[config.mk]
export PLATFORM = sky130hd
export DESIGN_NAME = shift_add_mul
export DESIGN_NICKNAME = d
export VERILOG_FILES = /design/src/rtl/shift_add_mul_pkg.sv /design/src/rtl/shift_add_mul_add.sv /design/src/rtl/shift_add_mul.sv
export SDC_FILE = /design/constraint.sdc
export NUM_CORES = 1
export LEC_CHECK = 0
export ABC_AREA = 1
export CAP_MARGIN = 0
export CORE_ASPECT_RATIO = 0.75
export CORE_MARGIN = 2
export CORE_UTILIZATION = 55
export DETAILED_ROUTE_END_ITERATION = 8
export GPL_ROUTABILITY_DRIVEN = 1
export MAX_ROUTING_LAYER = met4
export PLACE_DENSITY = 0.84
export SLEW_MARGIN = 20
export SYNTH_ARGS = -nofsm -noshare
export SYNTH_HDL_FRONTEND = slang
export SYNTH_SLANG_ARGS = --single-unit
[constraint.sdc]
create_clock -name clk -period 6.2 [get_ports clk]
set_input_delay 0.62 -clock clk [delete_from_list [all_inputs] [get_ports clk]]
set_output_delay 0.62 -clock clk [all_outputs]
set_load 0.01 [all_outputs]
[src/rtl/shift_add_mul_pkg.sv]
// Shared constants and state encoding for the iterative shift-and-add multiplier.
package shift_add_mul_pkg;
   localparam int WIDTH = 32;
   localparam int CNT_W = 6;

   // NEG is kept in both builds so the encoding never changes between configurations.
   typedef enum logic [1:0] {IDLE, CALC, NEG, DONE} state_t;
endpackage

[src/rtl/shift_add_mul_add.sv]
// Add: 32-bit carry-lookahead adder (Kogge-Stone prefix carries), no carry-in or carry-out.
module Add (
   input  logic [31:0] a,
   input  logic [31:0] b,
   output logic [31:0] sum
);
   logic [31:0] g, p, gg, pp;

   always_comb begin
      g  = a & b;
      p  = a ^ b;
      gg = g;
      pp = p;
      // Five doubling stages: gg[i] ends up as the carry out of bit i.
      for (int d = 1; d < 32; d = d * 2) begin
         gg = gg | (pp & (gg << d));
         pp = pp & (pp << d);
      end
      sum = p ^ {gg[30:0], 1'b0};
   end
endmodule

[src/rtl/shift_add_mul.sv]
// Iterative 32x32->64 shift-and-add multiplier, one multiplier bit per cycle through Add.
// Define SHIFT_ADD_MUL_SIGNED_EN to add op_signed and the sign-restoring NEG state.
module shift_add_mul
   import shift_add_mul_pkg::*;
#(
   parameter int WIDTH = shift_add_mul_pkg::WIDTH
) (
   input  logic               clk,
   input  logic               rst_n,
   input  logic               in_valid,
   output logic               in_ready,
   input  logic [WIDTH-1:0]   op_a,
   input  logic [WIDTH-1:0]   op_b,
`ifdef SHIFT_ADD_MUL_SIGNED_EN
   input  logic               op_signed,
`endif
   output logic               out_valid,
   input  logic               out_ready,
   output logic [2*WIDTH-1:0] prod
);
   localparam logic [2*WIDTH-1:0] ONE_W2 = 1;

   state_t           state;
   logic [WIDTH-1:0] mcand, acc_hi, acc_lo, add_b, sum;
   logic [CNT_W-1:0] cnt;
   logic             carry;
`ifdef SHIFT_ADD_MUL_SIGNED_EN
   logic             neg;
`endif

   assign add_b = acc_lo[0] ? mcand : '0;

   Add u_add (
      .a   (acc_hi),
      .b   (add_b),
      .sum (sum)
   );

   // Add has no carry-out, so recover it from the operand and result MSBs.
   assign carry = (acc_hi[WIDTH-1] & add_b[WIDTH-1]) |
                  ((acc_hi[WIDTH-1] ^ add_b[WIDTH-1]) & ~sum[WIDTH-1]);

   assign in_ready  = (state == IDLE);
   assign out_valid = (state == DONE);
   assign prod      = {acc_hi, acc_lo};

   always_ff @(posedge clk or negedge rst_n) begin
      if (!rst_n) begin
         state  <= IDLE;
         mcand  <= '0;
         acc_hi <= '0;
         acc_lo <= '0;
         cnt    <= '0;
`ifdef SHIFT_ADD_MUL_SIGNED_EN
         neg    <= 1'b0;
`endif
      end else begin
         case (state)
            IDLE: if (in_valid) begin
`ifdef SHIFT_ADD_MUL_SIGNED_EN
               mcand  <= (op_signed && op_a[WIDTH-1]) ? -op_a : op_a;
               acc_lo <= (op_signed && op_b[WIDTH-1]) ? -op_b : op_b;
               neg    <= op_signed & (op_a[WIDTH-1] ^ op_b[WIDTH-1]);
`else
               mcand  <= op_a;
               acc_lo <= op_b;
`endif
               acc_hi <= '0;
               cnt    <= '0;
               state  <= CALC;
            end
            CALC: begin
               {acc_hi, acc_lo} <= {carry, sum, acc_lo[WIDTH-1:1]};
               cnt              <= cnt + CNT_W'(1);
               if (cnt == CNT_W'(WIDTH-1)) begin
`ifdef SHIFT_ADD_MUL_SIGNED_EN
                  state <= neg ? NEG : DONE;
`else
                  state <= DONE;
`endif
               end
            end
`ifdef SHIFT_ADD_MUL_SIGNED_EN
            NEG: begin
               {acc_hi, acc_lo} <= ~{acc_hi, acc_lo} + ONE_W2;
               state            <= DONE;
            end
`endif
            DONE: if (out_ready) state <= IDLE;
            default: state <= IDLE;
         endcase
      end
   end

`ifndef SHIFT_ADD_MUL_SIGNED_EN
   logic unused_one;
   assign unused_one = ^ONE_W2;
`endif
endmodule

==> out/results.tsv, run 1 <==
stage	metric	value	unit
run_status	status	finished clean	
sta	Final min period	3334	ps
logic_synthesis	Avg Synthesized Cell Area	6.608	um2
final_layout	layout cells sized above 1	0.02650	
setup_path	critical path class	primary input to register	
drt	DRT Wirelength	18.58	mm
sta	Tcrit/Tclk final	0.5378	
setup_path	crit-path max FO	53	
final_layout	final non-filler cell total	1294	
final_layout	commonest non-fill, non-tap cell in the layout	nand2_1	
clock_tree	Num CTS Buffers	9	
setup_path	Worst R2R Setup Slack	3040	ps
setup_path	Crit path largest cell delay	790	ps
setup_path	Startpoint Class	primary input	
setup_path	CP Capture Type	register	
sta	final hold vios	0	
clock_tree	CTS clk-pin slew, worst paths	80	ps
floorplan	FP Rows	34	
floorplan	die footprint	12980	um2
drt	# DRC	0	
drt	iteration count of the initial detailed-routing pass	5	
final_layout	Final Net Count	1229	
setup_path	number of cells on the critical path	7	
logic_synthesis	Mapped Area	6641	um2
place	I/O Buffers	133	
clock_tree	PostCTS Resize Cnt	0	
sta	f_max	299.9	MHz
grt	number of global-route vias before repair	6293	
drt	DR vias	6618	
floorplan	initial core utilization	0.5677	
final_layout	Area growth syn-to-layout	27.02	%
setup_path	Critical path buffers and inverters	4	
logic_synthesis	Post-Synthesis Cells	1005	
clock_tree	CTS Sinks	104	
sta	Worst-Margin Slew	954.6	ps
sta	max_slew headroom	0.3627	
power	PD cells	453.2	nW/um2
drt	routed len/inst	14.36	um
setup_path	WP data required	6470	ps
sta	fin. max-slew vios	0	
final_layout	Antenna diodes	0	
min_path	HP Class	primary input to asynchronous set/reset pin	
power	Leak Pwr	4.785	nW
setup_path	CP startpoint	in_valid	
setup_path	worst reg2reg path endpoint	acc_hi[1]	
grt	GRT Residual Overflow	0	
grt	global-route wire length before repair	30.54	mm
place	DP Wirelength	13.74	mm
setup_path	slowest stage cell, crit path	nor2_4	
clock_tree	Clock Latency Late Sink	360	ps
logic_synthesis	Yosys reg bits	104	
setup_path	FF-to-FF path depth	7	
sta	setup TNS	0	ps
clock_tree	CTS Root Buffer Type	clkbuf_16	
logic_synthesis	syn_nets	1107	
place	Final GP Congestion	0.9806	
grt	largest net degree at the start of global routing	81	
clock_tree	clk buf depth	2	
clock_tree	hold buffer count at CTS	0	
floorplan	Die Wd	130.9	um
floorplan	num ports	134	
setup_path	family with the most delay on the worst path	buffers and inverters	
sta	Finish-stage setup viols	0	
setup_path	Worst setup endpoint	acc_hi[1]	
grt	antenna violations before repair	0	
setup_path	crit-path cells	clkdlybuf4s50_1 -> nand2_4 -> inv_2 -> nor2_4 -> buf_4 -> inv_1 -> o22ai_1	
clock_tree	CTS tree	done	
place	dpl cells	1277	
drt	post-route ant nets	0	
job	max-cap viol count	0	
floorplan	CORE AREA	11700	um2
logic_synthesis	library cells used by synthesis	32	
logic_synthesis	post-synthesis sequential area ratio	0.3919	
final_layout	most frequent cells in the layout	457 x nand2_1, 158 x inv_1, 132 x clkdlybuf4s50_1	
clock_tree	H-tree levels	3	
sta	RSZ-0062 raised after global routing	false	
floorplan	Die Y-Extent	99.17	um
logic_synthesis	Synth Warn #	0	
drt	Via-to-Cell Ratio	5.114	
drt	DRC violation total after the first TritonRoute iteration	409	
setup_path	worst r2r src	state[1]	
place	area post-placement	8070	um2
power	maximum VDD drop	0.2527	mV
setup_path	arrival time of the worst setup path	3610	ps
grt	Tot GR Track Use	0.3101	
clock_tree	post-CTS setup buffer count	0	
final_layout	Design Area, Final	8436	um2
sta	Worst Clk Skew	7.581	ps
-- layer usage --
| layer | routed length, um | vias to the layer above | track usage |
|---|---|---|---|
| met4 | 219 | 0 | 0.05646 |
| li1 | - | 3335 | - |
| met3 | 1528 | 17 | 0.07047 |
| met5 | 0 | - | - |
| met1 | 9090 | 3036 | 0.4553 |
| met2 | 7737 | 230 | 0.4459 |
-- synthesized netlist by cell type --
master     instances  area [um2]
nand2_1          457        1715
inv_1            158       593.1
dfrtp_1          104        2603
nand3_1           63       315.3
nor2_1            46       172.7
a21oi_1           45       225.2
ha_1              32       400.4
o21ai_0           23       115.1
o22ai_1           15       93.84
clkbuf_1          14       52.55
buf_2             10       50.05
nor3_1             5       25.02
nand4_1            4       25.02
a22o_1             3       26.28
inv_2              3       11.26
a22oi_1            2       15.01
buf_6              2       22.52
fa_1               2       40.04
nor2_4             2       22.52
o21bai_1           2       15.01
xor2_1             2       17.52
a21o_1             1       7.510
a31oi_1            1       6.260
a32o_1             1       10.01
and2_1             1       6.260
buf_4              1       7.510
nand2_4            1       11.26
nand3b_1           1       7.510
nor2_2             1       6.260
o2111ai_1          1       8.760
o21a_1             1       7.510
or2_2              1       6.260
-- report_power, final --
group          internal (W)  switching [W]  total [W]
Combinational      0.000817        0.00112    0.00194
Sequential         0.000984       0.000250    0.00123
Clock              0.000363       0.000290   0.000653
Total               0.00216        0.00166    0.00382
-- layout make-up --
class / count / area [um2]
Multi-Input combinational cell: 713 / 3302
Tap cell: 162 / 202.7
Sequential cell: 104 / 2603
Inverter: 161 / 604.3
Timing Repair Buffer: 138 / 1386
Clock buffer: 9 / 225.2
Clock inverter: 7 / 112.6
Fill cell: 1004 / 3263
-- how the worst min path moves through the flow --
| stage | startpoint | endpoint | slack [ps] | depth (start not counted) |
|---|---|---|---|---|
| 6_report | rst_n | acc_hi[23] | 150 | 1 |
| 5_1_grt | rst_n | acc_hi[23] | 180 | 1 |
| 4_1_cts | rst_n | acc_hi[23] | 160 | 1 |
| 3_5_place_dp | mcand[0] | mcand[0] | 470 | 2 |
| 3_3_place_gp | mcand[15] | mcand[15] | 460 | 2 |
| 2_1_floorplan | rst_n | acc_hi[0] | 320 | 0 |
-- sequential cells by signal (all words and copies together) (netlist names) --
| register | cells |
|---|---|
| acc_lo | 32 |
| cnt | 6 |
| mcand | 32 |
| state | 2 |
| acc_hi | 32 |
-- kinds of logic after synthesis --
family / Yosys count / synth area share
buffers and inverters: 188 / 0.1110
flip-flops: 104 / 0.3919
adder cells (fa/ha/maj): 34 / 0.06631
AO/OA/AOI/OAI: 95 / 0.07988
AND/OR/NAND/NOR: 582 / 0.3483
XOR/XNOR: 2 / 0.002638
-- worst register-to-register path: cells and delay by family (launching register included) --
kind	cells	cell delay, ps
AO/OA/AOI/OAI	1	140
buffers and inverters	3	1160
flip-flops	1	460
AND/OR/NAND/NOR	3	1330
-- per-stage QoR --
stage	hold WS (ps)	utilization	power (W)	worst slack, ps
after floorplan	324.4	-	0.002393	3491
after global placement	462.6	0.6898	0.003095	2643
after detailed placement	465.6	0.6898	0.003150	2500
after CTS	159.1	0.7187	0.003813	2899
after global routing	180.9	0.7211	0.004133	2571
final	152.8	0.7211	0.003823	2866
Note: power is estimated with default switching activity, not from simulation.
==> inputs of run 2 (changes only) <==
--- a/config.mk
+++ b/config.mk
@@ -9,11 +9,11 @@
 export CAP_MARGIN = 0
 export CORE_ASPECT_RATIO = 0.75
 export CORE_MARGIN = 2
-export CORE_UTILIZATION = 55
+export CORE_UTILIZATION = 47
 export DETAILED_ROUTE_END_ITERATION = 8
 export GPL_ROUTABILITY_DRIVEN = 1
 export MAX_ROUTING_LAYER = met4
-export PLACE_DENSITY = 0.84
+export PLACE_DENSITY = 0.76
 export SLEW_MARGIN = 20
 export SYNTH_ARGS = -nofsm -noshare
 export SYNTH_HDL_FRONTEND = slang
==> constraint.sdc (replaced) <==
create_clock -name clk -period 2.8 [get_ports clk]
set_input_delay 0.28 -clock clk [delete_from_list [all_inputs] [get_ports clk]]
set_output_delay 0.28 -clock clk [all_outputs]
set_load 0.01 [all_outputs]
==> out/results.tsv, run 2 (same netlist as run 1, synthesis figures left out) <==
stage	metric	value	unit	change
floorplan	initial core utilization	0.4830		was 0.5677
setup_path	CP Capture Type	register		unchanged
sta	Final min period	2753	ps	
floorplan	CORE AREA	13750	um2	was 11700 um2
final_layout	Area growth syn-to-layout	34.98	%	was 27.02%
run_status	status	finished clean		unchanged
floorplan	FP Rows	37		was 34
floorplan	num ports	134		unchanged
grt	GRT Residual Overflow	0		unchanged
drt	post-route ant nets	0		unchanged
final_layout	Top Registers	acc_hi x32, acc_lo x32, mcand x32		unchanged
setup_path	Crit path largest cell delay	570	ps	was 790 ps
sta	final hold vios	0		unchanged
clock_tree	Num CTS Buffers	9		unchanged
sta	Tcrit/Tclk final	0.9833		
setup_path	slowest stage cell, crit path	dfrtp_2		was nor2_4
setup_path	crit-path max FO	8		was 53
clock_tree	clk buf depth	2		unchanged
sta	Finish-stage setup viols	0		unchanged
min_path	HP Class	primary input to register		was primary input to asynchronous set/reset pin
clock_tree	CTS Sinks	104		unchanged
place	dpl cells	1309		was 1277
place	area post-placement	8242	um2	was 8070 um2
floorplan	die footprint	15110	um2	was 12980 um2
drt	iteration count of the initial detailed-routing pass	5		unchanged
grt	largest net degree at the start of global routing	53		was 81
sta	Worst Clk Skew	12.15	ps	was 7.581 ps
drt	DRT Wirelength	20.26	mm	was 18.58 mm
grt	global-route wire length before repair	31.40	mm	was 30.54 mm
clock_tree	Clock Latency Late Sink	360	ps	about the same
power	maximum VDD drop	0.5643	mV	was 0.2527 mV
sta	RSZ-0062 raised after global routing	true		was false
setup_path	WP data required	3040	ps	was 6470 ps
grt	GR peak layer	met1		unchanged
floorplan	Die Wd	141.3	um	was 130.9 um
drt	routed len/inst	15.20	um	was 14.36 um
setup_path	critical path class	register to register		was primary input to register
clock_tree	CTS clk-pin slew, worst paths	80	ps	about the same
job	max-cap viol count	0		unchanged
grt	met1 usage	0.4006		was 0.4553
clock_tree	H-tree levels	3		unchanged
sta	fin. max-slew vios	0		unchanged
final_layout	Design Area, Final	8965	um2	was 8436 um2
final_layout	commonest non-fill, non-tap cell in the layout	nand2_1		unchanged
sta	f_max	363.2	MHz	
grt	number of global-route vias before repair	6263		was 6293
floorplan	Die Y-Extent	106.9	um	was 99.17 um
grt	antenna violations before repair	0		unchanged
grt	GRT met2 Usage	0.3901		was 0.4459
grt	met3 usage	0.04913		was 0.07047
sta	Worst-Margin Slew	616.0	ps	was 954.6 ps
place	I/O Buffers	133		unchanged
place	DP Wirelength	14.41	mm	was 13.74 mm
drt	DRC violation total after the first TritonRoute iteration	526		was 409
drt	# DRC	0		unchanged
drt	Via-to-Cell Ratio	5.022		was 5.114
setup_path	arrival time of the worst setup path	2990	ps	was 3610 ps
setup_path	crit-path cells	clkbuf_16 -> nand2_1 -> inv_1 -> ha_4 -> a21oi_2 -> nor2_1 -> nor2_1 -> nand2_1 -> a21oi_4 -> nand2_2 -> nand2_2 -> nand3_2 -> fa_1 -> a22o_1		was clkdlybuf4s50_1 -> nand2_4 -> inv_2 -> nor2_4 -> buf_4 -> inv_1 -> o22ai_1
grt	Tot GR Track Use	0.2712		was 0.3101
final_layout	layout cells sized above 1	0.09499		was 0.02650
setup_path	Startpoint Class	register		was primary input
final_layout	fillers	1249		was 1004
sta	max_slew headroom	0.5893		was 0.3627
setup_path	family with the most delay on the worst path	adder cells		was buffers and inverters
clock_tree	CTS tree	done		unchanged
final_layout	most frequent cells in the layout	438 x nand2_1, 152 x inv_1, 132 x clkdlybuf4s50_1		was 457 x nand2_1, 158 x inv_1, 132 x clkdlybuf4s50_1
sta	setup TNS	0	ps	unchanged
clock_tree	CTS Root Buffer Type	clkbuf_16		unchanged
power	Leak Pwr	4.927	nW	was 4.785 nW
setup_path	Critical path buffers and inverters	2		was 4
drt	DR vias	6694		was 6618
final_layout	Antenna diodes	0		unchanged
place	Final GP Congestion	0.9637		was 0.9806
final_layout	Final Net Count	1255		was 1229
power	PD cells	1007	nW/um2	was 453.2 nW/um2
final_layout	final non-filler cell total	1333		was 1294
run 2: cell types whose count changed in the layout (fill, tap and decap cells not counted), moves of 4 or more:
cell	previous run	this run
nand2_1	457	438
nand3_1	63	59
nand2_2	0	19
nor2_2	1	5
buf_4	5	25
inv_2	3	9
ha_4	0	15
ha_1	32	16
nand3_2	0	4
nor2_1	46	42
inv_1	158	152
a21oi_1	45	41
run 2: area by class of cell:
| type | instances | area [um2] | area share |
|---|---|---|---|
| multi-input combinational | 713 | 3606 | 0.4022 |
| clock buffer | 10 | 229.0 | 0.02554 |
| clock inverter | 6 | 62.56 | 0.006978 |
| inverter | 161 | 604.3 | 0.06741 |
| timing repair buffer | 164 | 1640 | 0.1830 |
| sequential | 104 | 2604 | 0.2904 |
| tap | 175 | 219.0 | 0.02442 |
run 2: power breakdown:
group / leakage (nW) / switching [W] / internal, W
clock network: 0.142 / 0.000641 / 0.000629
logic: 3.50 / 0.00272 / 0.00225
registers: 1.29 / 0.000613 / 0.00218
run 2: repair_timing:
item / CTS / global route
hold buffers: 1 / 0
endpoints found under the setup margin: 0 / 4
setup buffers: 0 / 2
resized for setup: 0 / 60
endpoints found under the hold margin: 45 / 0
run 2: metrics by stage:
| stage | util | setup WS, ps | hold WS (ps) | power [W] |
|---|---|---|---|---|
| finish | 0.6520 | 46.72 | 455.3 | 0.009027 |
| CTS | 0.6213 | 25.25 | 444.7 | 0.008515 |
| floorplan | - | 90.64 | -15.59 | 0.005299 |
| detailed placement | 0.5994 | 43.62 | 326.7 | 0.007200 |
| global placement | 0.5994 | 112.4 | 325.3 | 0.007134 |
| global route | 0.6520 | -49.44 | 459.7 | 0.009706 |
run 2: layer usage:
layer | part of all wire | vias up
li1 | - | 3393
met1 | 0.51 | 3082
met2 | 0.42 | 194
met3 | 0.063 | 25
met4 | 0.014 | 0
met5 | 0 | -
run 2: final timing paths:
path | slack (ps) | cells past startpoint | from | endpoint
worst max register to register | 50 | 14 | acc_lo[0] | acc_hi[30]
worst max-delay path | 50 | 14 | acc_lo[0] | acc_hi[30]
min in group asynchronous | 520 | 2 | rst_n | acc_hi[2]
worst min-delay path | 460 | 3 | op_a[22] | mcand[22]
worst min register to register | 480 | 2 | mcand[14] | mcand[14]
max in group asynchronous | 1480 | 3 | rst_n | acc_hi[22]
run 2: worst register-to-register path: stages, from the launching register on:
cell and delay [ps]:
dfrtp_2 570, clkbuf_16 240, nand2_1 50, inv_1 90, ha_4 220, a21oi_2 210, nor2_1 60, nor2_1 80
nand2_1 100, a21oi_4 140, nand2_2 90, nand2_2 70, nand3_2 80, fa_1 440, a22o_1 210
